[config.mk]
export PLATFORM = sky130hd
export DESIGN_NAME = multicycle_control
export DESIGN_NICKNAME = d
export VERILOG_FILES = /design/src/rtl/multicycle_control.sv
export SDC_FILE = /design/constraint.sdc
export NUM_CORES = 1
export LEC_CHECK = 0
export CAP_MARGIN = 20
export CORE_MARGIN = 5
export CORE_UTILIZATION = 47
export DETAILED_ROUTE_END_ITERATION = 16
export PLACE_DENSITY = 0.85
export SYNTH_ARGS = -nofsm -noshare
export SYNTH_HDL_FRONTEND = slang
export SYNTH_SLANG_ARGS = --single-unit
[constraint.sdc]
create_clock -name clk -period 4.9 [get_ports clk]
set_input_delay 0.49 -clock clk [delete_from_list [all_inputs] [get_ports clk]]
set_output_delay 0.49 -clock clk [all_outputs]
set_load 0.02 [all_outputs]
[src/rtl/multicycle_control.sv]
`default_nettype none
// ============================================================================
// Module   : multicycle_control
// Purpose  : Five-state multicycle RV32I-subset controller with halt-on-illegal option.
// Revision : 1.0 - initial release
// ============================================================================
module multicycle_control #(
    parameter bit HALT_ON_ILLEGAL = 1'b1
) (
    input  logic        clk,
    input  logic        rst,
    input  logic [31:0] instr,
    input  logic        zero,
    output logic [3:0]  alu_op,
    output logic        alu_src,
    output logic        mem_read,
    output logic        mem_write,
    output logic        reg_write,
    output logic        mem_to_reg,
    output logic        load_pc,
    output logic        pc_src,
    output logic        illegal,
    output logic [2:0]  state
);

    typedef enum logic [2:0] {
        S_IF   = 3'd0,
        S_ID   = 3'd1,
        S_EX   = 3'd2,
        S_MEM  = 3'd3,
        S_WB   = 3'd4,
        S_HALT = 3'd5
    } state_t;

    localparam logic [3:0] c_ALU_AND = 4'b0000;
    localparam logic [3:0] c_ALU_OR  = 4'b0001;
    localparam logic [3:0] c_ALU_ADD = 4'b0010;
    localparam logic [3:0] c_ALU_SUB = 4'b0110;
    localparam logic [3:0] c_ALU_SLT = 4'b0111;
    localparam logic [3:0] c_ALU_SRL = 4'b1000;
    localparam logic [3:0] c_ALU_SLL = 4'b1001;
    localparam logic [3:0] c_ALU_SRA = 4'b1010;
    localparam logic [3:0] c_ALU_XOR = 4'b1101;

    localparam logic [6:0] c_OPC_R    = 7'b0110011;
    localparam logic [6:0] c_OPC_I    = 7'b0010011;
    localparam logic [6:0] c_OPC_LW   = 7'b0000011;
    localparam logic [6:0] c_OPC_SW   = 7'b0100011;
    localparam logic [6:0] c_OPC_BEQ  = 7'b1100011;

    state_t      r_state;
    logic [31:0] r_ir;
    logic        r_zero_q;
    logic        r_mem_read;
    logic        r_mem_write;
    logic        r_reg_write;
    logic        r_load_pc;
    logic        r_pc_src;

    logic [6:0]  w_opcode;
    logic [2:0]  w_f3;
    logic        w_f7_base;
    logic        w_f7_alt;
    logic        w_legal;
    logic [3:0]  w_op;
    logic        w_is_r;
    logic        w_is_i;
    logic        w_is_lw;
    logic        w_is_sw;
    logic        w_is_beq;
    logic        w_unused_ir;

    assign w_opcode    = r_ir[6:0];
    assign w_f3        = r_ir[14:12];
    assign w_f7_base   = (r_ir[31:25] == 7'b0000000);
    assign w_f7_alt    = (r_ir[31:25] == 7'b0100000);
    assign w_unused_ir = ^{r_ir[24:15], r_ir[11:7]};

    always_comb begin
        w_legal = 1'b0;
        w_op    = c_ALU_ADD;
        unique case (w_opcode)
            c_OPC_R: begin
                case (w_f3)
                    3'b000: begin w_legal = w_f7_base | w_f7_alt; w_op = w_f7_alt ? c_ALU_SUB : c_ALU_ADD; end
                    3'b001: begin w_legal = w_f7_base; w_op = c_ALU_SLL; end
                    3'b010: begin w_legal = w_f7_base; w_op = c_ALU_SLT; end
                    3'b100: begin w_legal = w_f7_base; w_op = c_ALU_XOR; end
                    3'b101: begin w_legal = w_f7_base | w_f7_alt; w_op = w_f7_alt ? c_ALU_SRA : c_ALU_SRL; end
                    3'b110: begin w_legal = w_f7_base; w_op = c_ALU_OR;  end
                    3'b111: begin w_legal = w_f7_base; w_op = c_ALU_AND; end
                    default: w_legal = 1'b0;
                endcase
            end
            c_OPC_I: begin
                // Only shifts constrain ir[31:25]; other I-ALU ops carry immediate bits there
                case (w_f3)
                    3'b000: begin w_legal = 1'b1; w_op = c_ALU_ADD; end
                    3'b001: begin w_legal = w_f7_base; w_op = c_ALU_SLL; end
                    3'b010: begin w_legal = 1'b1; w_op = c_ALU_SLT; end
                    3'b100: begin w_legal = 1'b1; w_op = c_ALU_XOR; end
                    3'b101: begin w_legal = w_f7_base | w_f7_alt; w_op = w_f7_alt ? c_ALU_SRA : c_ALU_SRL; end
                    3'b110: begin w_legal = 1'b1; w_op = c_ALU_OR;  end
                    3'b111: begin w_legal = 1'b1; w_op = c_ALU_AND; end
                    default: w_legal = 1'b0;
                endcase
            end
            c_OPC_LW:  begin w_legal = (w_f3 == 3'b010); w_op = c_ALU_ADD; end
            c_OPC_SW:  begin w_legal = (w_f3 == 3'b010); w_op = c_ALU_ADD; end
            c_OPC_BEQ: begin w_legal = (w_f3 == 3'b000); w_op = c_ALU_SUB; end
            default:   w_legal = 1'b0;
        endcase
    end

    assign w_is_r   = w_legal && (w_opcode == c_OPC_R);
    assign w_is_i   = w_legal && (w_opcode == c_OPC_I);
    assign w_is_lw  = w_legal && (w_opcode == c_OPC_LW);
    assign w_is_sw  = w_legal && (w_opcode == c_OPC_SW);
    assign w_is_beq = w_legal && (w_opcode == c_OPC_BEQ);

    // Strobes are registered on entry to the state that owns them
    always_ff @(posedge clk or posedge rst) begin
        if (rst) begin
            r_state     <= S_IF;
            r_ir        <= 32'd0;
            r_zero_q    <= 1'b0;
            r_mem_read  <= 1'b0;
            r_mem_write <= 1'b0;
            r_reg_write <= 1'b0;
            r_load_pc   <= 1'b0;
            r_pc_src    <= 1'b0;
        end else begin
            r_mem_read  <= 1'b0;
            r_mem_write <= 1'b0;
            r_reg_write <= 1'b0;
            r_load_pc   <= 1'b0;
            r_pc_src    <= 1'b0;
            case (r_state)
                S_IF: begin
                    r_ir    <= instr;
                    r_state <= S_ID;
                end
                S_ID: begin
                    if (!w_legal && HALT_ON_ILLEGAL)
                        r_state <= S_HALT;
                    else
                        r_state <= S_EX;
                end
                S_EX: begin
                    r_zero_q    <= zero;
                    r_mem_read  <= w_is_lw;
                    r_mem_write <= w_is_sw;
                    r_state     <= S_MEM;
                end
                S_MEM: begin
                    r_reg_write <= w_is_r | w_is_i | w_is_lw;
                    r_load_pc   <= 1'b1;
                    r_pc_src    <= w_is_beq & r_zero_q;
                    r_state     <= S_WB;
                end
                S_WB:    r_state <= S_IF;
                S_HALT:  r_state <= S_HALT;
                default: r_state <= S_IF;
            endcase
        end
    end

    assign state      = r_state;
    assign alu_op     = w_legal ? w_op : c_ALU_ADD;
    assign alu_src    = w_is_i | w_is_lw | w_is_sw;
    assign mem_to_reg = w_is_lw;
    assign illegal    = (r_state != S_IF) && !w_legal;
    assign mem_read   = r_mem_read;
    assign mem_write  = r_mem_write;
    assign reg_write  = r_reg_write;
    assign load_pc    = r_load_pc;
    assign pc_src     = r_pc_src;

endmodule
`default_nettype wire
Word level (Yosys, flattened, before mapping)
Index checks and enable logic that the tools add are counted.
{"block": "totals", "ff_bits": 41, "input_bits": 35}
{"block": "classes", "bitwise_logic": 6, "eq_ne": 16, "mux": 16, "reduce_logical": 15}
{"cell": "$pmux W4 S7", "count": 1}
{"cell": "$pmux W4 S6", "count": 1}
{"cell": "$eq A7 B6 Y1 const B", "count": 3}
{"cell": "$eq A3 B3 Y1 const B", "count": 5}
{"cell": "$pmux W3 S5", "count": 1}
{"cell": "$pmux W4 S3", "count": 1}
{"cell": "$reduce_or A5 Y1", "count": 2}
{"cell": "$eq A3 B2 Y1 const B", "count": 3}
{"cell": "$eq A7 B2 Y1 const B", "count": 1}
{"cell": "$eq A7 B5 Y1 const B", "count": 1}
{"cell": "$eq A7 B7 Y1 const B", "count": 1}
{"cell": "$logic_not A7 Y1", "count": 1}
{"cell": "$eq A3 B1 Y1 const B", "count": 2}
{"cell": "$logic_and A1 B1 Y1", "count": 6}
{"cell": "$logic_not A3 Y1", "count": 2}
{"cell": "$mux W3", "count": 2}
{"cell": "$mux W1", "count": 5}
{"cell": "$or A1 B1 Y1", "count": 5}
{"cell": "$mux W4", "count": 1}
{"cell": "$pmux W1 S4", "count": 1}
{"cell": "$reduce_or A2 Y1", "count": 2}
{"cell": "$pmux W1 S3", "count": 1}
{"cell": "$reduce_bool A3 Y1", "count": 1}
{"cell": "$mux W2", "count": 1}
{"cell": "3 further kinds", "count": 3}

Logic depth before layout (Yosys ltp)
{"block": "logic_depth", "ltp_word": 8, "ltp_mapped": 6}

Worst setup path before layout
Ideal clock, no wire load.
{"block": "synth_path", "path_type": "register to output", "start": "reg r_ir[3]", "end": "out alu_op[3]", "setup_slack_ps": 2522, "t_arrival_ps": 1888, "stages_incl_launch_ff": 6, "path_buffers": 0, "path_cell_list": "dfrtp_1 and4bb_2 nand2_1 or4_4 and2_4 nor3_1"}
{"block": "synth_between", "elab_chain_len": 4, "word_cells_on_any_way": 9, "cone_classes": "eq/ne (5); mux (3); reduce/logical (1)"}
{"item": "start: declaration", "line": "52", "rtl": "logic [31:0] r_ir;"}
{"item": "start signal: assignment", "line": "140", "rtl": "r_ir <= instr;"}
{"item": "$eq A7 B2 Y1 or $eq A7 B6 Y1 (tied branches)", "line": "82", "rtl": "unique case (w_opcode)"}
{"item": "$reduce_or A2 Y1 (no line)"}
{"item": "$pmux W1 S4", "line": "82"}
{"item": "$mux W4 *", "line": "169", "rtl": "assign alu_op = w_legal ? w_op : c_ALU_ADD;"}
{"item": "end: declaration", "line": "14", "rtl": "output logic [3:0] alu_op,"}
Mark *: on every way between the ends. The rest lies on a longest branch, timed or not.

Worst setup path in the final report
{"block": "layout_path", "start": "reg r_ir[13]", "end": "out alu_op[2]"}
{"block": "layout_between", "elab_chain_len": 5, "word_cells_on_any_way": 17, "cone_classes": "eq/ne (6); mux (7); reduce/logical (4)"}
{"item": "$eq A3 B2 Y1, or another cell as far along"}
{"item": "$reduce_or A5 Y1 (no line) or $reduce_or A2 Y1 (tied branches)"}
{"item": "$pmux W1 S3 or $pmux W1 S2 (tied branches)", "line": "97, 84"}
{"item": "$pmux W1 S4", "line": "82"}
{"item": "$mux W4 *", "line": "169"}
Marked as above.

==> out/summary.md <==
Traced cell by cell, the critical path runs through o21bai_1 -> a21oi_1 -> or4_4 -> nand3_1 -> a21boi_1 -> clkdlybuf4s50_1. The number of inserted diodes was 0. The post-synthesis to final-layout area growth was 29.9%; the max-cap check violation count was 0. Setup violations remaining at the end of the flow were counted as 0. Worst-case hold slack: 0.464 ns. TritonCTS built the clock tree. The run gives 1 as the level count of the clock H-tree. Yosys printed 0 warnings. The weighted congestion at the end of routability-driven global placement is 0.840, and the area fraction in compound gates after synthesis is 9.08%. The largest single stage delay on the critical path is 0.63 ns.

The flow ran to the end, and the final reports show no timing, DRC or antenna violations. Via count of the first global-routing pass: 1089. For the final database, setup skew stands at 0.00172 ns. The number of buffers added for setup after CTS is 0, and the number of port buffers is 34. The number of optimization iterations in the first detailed-route pass came out at 5.

The kind of cell with the highest combined delay along the critical path is simple AND/OR/NAND/NOR gates. The number of nets in the synthesized netlist is 154. The detailed router finished its first iteration with 25 violations.

Entering global routing, the biggest net connects 27 pins. The filler-free cell count of the finished design is 183. Setup repair after global routing left no endpoint under its margin. After detailed routing, the average wire length per cell comes to 16.0 um. Dividing total power by cell area gives a power density of 213 nW/um2.

The die covers 3970 um2. After synthesis the cells add up to 1320 um2. Buffers inserted during clock tree synthesis total 3.

The time the worst path needs with I/O delays and setup was 3.20 ns; the post-route DRC violation count was 0. The layout filler cell count was 218; the total leakage power was 0.660 nW. The first global-routing pass estimated 4890 um of wire.

Number of synthesized flops with an enable pin: 0. The tools report the clock latency on the worst-skew pair as 0.32 ns. The logs give 15.5% for the global-route usage over all layers and 179 for the number of placed cells counting well taps. Maximum fanout count along the critical path: 10.

50 I/O pins were placed. Registers take 651 um2. Worst relative slew slack: 68.5%. The post-synthesis mux area share came out at 14.5%.

The setup TNS came out at 0 ns. The number of buffers and inverters on the critical path was 1. The root buffer cell was sky130_fd_sc_hd__clkbuf_4. Measured along the y axis, the die boundary spans 63.0 um. After clock tree synthesis, the clock-pin slew on the worst setup and hold paths is 0.13 ns. The logs give 62.8% for the utilization after layout and 2730 um2 for the area of the core.

Data on the critical path is required at its endpoint by 4.41 ns. The number of gates resized after CTS was 0. The logs give 0 for the final number of max-transition violations and 0 for the leftover overflow at the end of global routing.

Initial antenna violation count: 0. The half-perimeter wire length of the detailed placement result came out at 2270 um. STA classifies the critical path startpoint as a flip-flop. After synthesis, the netlist uses 39 different library cells. Among all stages on the critical path, the largest delay is contributed by sky130_fd_sc_hd__clkdlybuf4s50_1. The final critical path takes up 65.3% of the cycle. The type of the most critical hold path is primary input to asynchronous set/reset pin. The fraction of registers with async set/reset was 100%.

STA classifies the critical path endpoint as an output port. The combinational family with the most area after synthesis is simple AND/OR/NAND/NOR gates. For the worst setup path, the data arrival time is 2.71 ns. The initialized floorplan defines 19 standard-cell rows. The via count normalized by instance count was 5.72. The post-synthesis cell count was 119. The initial standard-cell utilization of the core is 48.4%, and the number of buffers between clock root and the deepest sink is 2. After synthesis, flip-flops and latches occupy 49.2% of the total area. The count of nets left with antenna violations once routing finished came out at 0. The design draws 0.000366 W.

The run gives 0 as the hold violation total from the final report. For this block, the routed nets add up to 2930 um of wire. The total via count in the routed design is 1046, and the area of combinational cells with multiple inputs is 624 um2.

The tools report the fmax as 0.312 GHz. In this run the mean area of a mapped cell was 11.1 um2. The most used flip-flop cell after synthesis is sky130_fd_sc_hd__dfrtp_1. Of the total synthesized cell area, the portion taken by XOR and XNOR cells is 1.99%. The worst setup path is of the flip-flop to output port kind.

The area share of fa/ha/maj cells after synthesis came out at 0%. Measured along the x axis, the die boundary spans 63.0 um. The transition at the pin with the smallest max-transition slack came out at 0.471 ns. After clock tree synthesis, the flow added hold-fix buffers numbering 0. Counting flops and latches in the post-synthesis netlist gives 26. The clock drives 26 sinks. In the final design database the tool counted 189 nets.

Of the cells placed in the final design, the portion with a size suffix greater than 1 is 21.7%. The worst ir drop on vdd is 0.000211 V, and the fraction of the mapped netlist area in simple logic gates is 21.3%.
-- placed cells by master, fill, tap and decap left out, types with 2 or more instances in the layout --
cell	count
sky130_fd_sc_hd__nor3_1	4
sky130_fd_sc_hd__a31o_1	2
sky130_fd_sc_hd__nand3_1	4
sky130_fd_sc_hd__clkbuf_4	3
sky130_fd_sc_hd__clkdlybuf4s50_1	34
sky130_fd_sc_hd__nor4b_2	2
sky130_fd_sc_hd__xnor2_1	3
sky130_fd_sc_hd__dfrtp_1	26
sky130_fd_sc_hd__inv_1	4
sky130_fd_sc_hd__nand4_1	2
sky130_fd_sc_hd__o21ai_0	3
sky130_fd_sc_hd__nor2b_1	3
sky130_fd_sc_hd__nand2_1	9
sky130_fd_sc_hd__and3_1	2
sky130_fd_sc_hd__nor2_1	9
sky130_fd_sc_hd__nand2b_1	2
sky130_fd_sc_hd__mux2_2	16
-- Yosys cell counts (2+ instances only) --
| cell type | n | area (um2) |
|---|---|---|
| sky130_fd_sc_hd__nand2_1 | 9 | 33.8 |
| sky130_fd_sc_hd__xnor2_1 | 3 | 26.3 |
| sky130_fd_sc_hd__clkbuf_1 | 4 | 15.0 |
| sky130_fd_sc_hd__mux2_2 | 16 | 180 |
| sky130_fd_sc_hd__dfrtp_1 | 26 | 651 |
| sky130_fd_sc_hd__nor2_1 | 9 | 33.8 |
| sky130_fd_sc_hd__inv_1 | 4 | 15.0 |
| sky130_fd_sc_hd__nand2b_1 | 2 | 12.5 |
| sky130_fd_sc_hd__nor2b_1 | 3 | 18.8 |
| sky130_fd_sc_hd__nor3_1 | 5 | 25.0 |
| sky130_fd_sc_hd__nand4_1 | 2 | 12.5 |
| sky130_fd_sc_hd__nor4b_2 | 2 | 30.0 |
| sky130_fd_sc_hd__a31o_1 | 2 | 17.5 |
| sky130_fd_sc_hd__and3_1 | 2 | 12.5 |
| sky130_fd_sc_hd__nand3_1 | 4 | 20.0 |
| sky130_fd_sc_hd__o21ai_0 | 3 | 15.0 |
-- registers in the layout, indices dropped and copies added, names as in the netlist --
signal and flops:
r_zero_q 1, pc_src 1, load_pc 1, mem_read 1, r_ir 17, state 3, reg_write 1, mem_write 1
-- path summary, 6_finish.rpt --
check	startpoint	endpoint	slack, ns	cells after the start
max	r_ir[13]	alu_op[2]	1.70	6
min	rst	r_ir[1]	0.46	2
max reg2reg	r_ir[26]	state[2]	2.97	5
min reg2reg	r_zero_q	r_zero_q	0.55	1
max in group asynchronous	rst	mem_read	3.97	3
min in group clk	r_zero_q	r_zero_q	0.55	1
-- metrics by stage --
step,setup WS [ns],area [um2]
after floorplan,2.52,1320
after detailed placement,2.06,1680
after CTS,1.69,1700
after global routing,1.52,1720
after global placement,2.04,1680
final,1.70,1720
-- logic make-up (layout without fill, tap and decap cells) --
kind of cell / Yosys count / in the layout
AOI/OAI and AO/OA: 15 / 15
DFF: 26 / 26
xor gates and xnor gates: 3 / 3
and+or+nand+nor: 47 / 47
buffers and inverters: 11 / 44
muxes: 17 / 17
-- report_power, final --
group	internal (W)	leakage [nW]	total [W]	switching, W
clock	0.0000288	0.0138	0.0000887	0.0000599
combinational	0.0000272	0.334	0.0000436	0.0000164
sequential	0.000223	0.311	0.000233	0.0000107
-- worst reg2reg max path, stage by stage, from the launching register on --
cell	delay, ns
sky130_fd_sc_hd__dfrtp_1	0.41
sky130_fd_sc_hd__nor4_2	0.32
sky130_fd_sc_hd__nor3b_1	0.35
sky130_fd_sc_hd__o2111ai_1	0.26
sky130_fd_sc_hd__a31o_1	0.28
sky130_fd_sc_hd__o211a_1	0.21
-- metal layers --
layer,wire length [um],up-vias,track usage [%]
met4,54,0,6.10
met3,166,7,3.60
met5,0,-,0
met1,1090,505,16.2
li1,-,498,-
met2,1620,36,29.1
-- final cells by class --
cell class | count | area share [%]
Tap cell | 31 | 2.26
Multi-Input combinational cell | 82 | 36.3
Sequential cell | 26 | 37.9
Inverter | 5 | 1.09
Timing Repair Buffer | 36 | 21.1
Clock buffer | 3 | 1.31
Power figures use the tool's default switching activity.
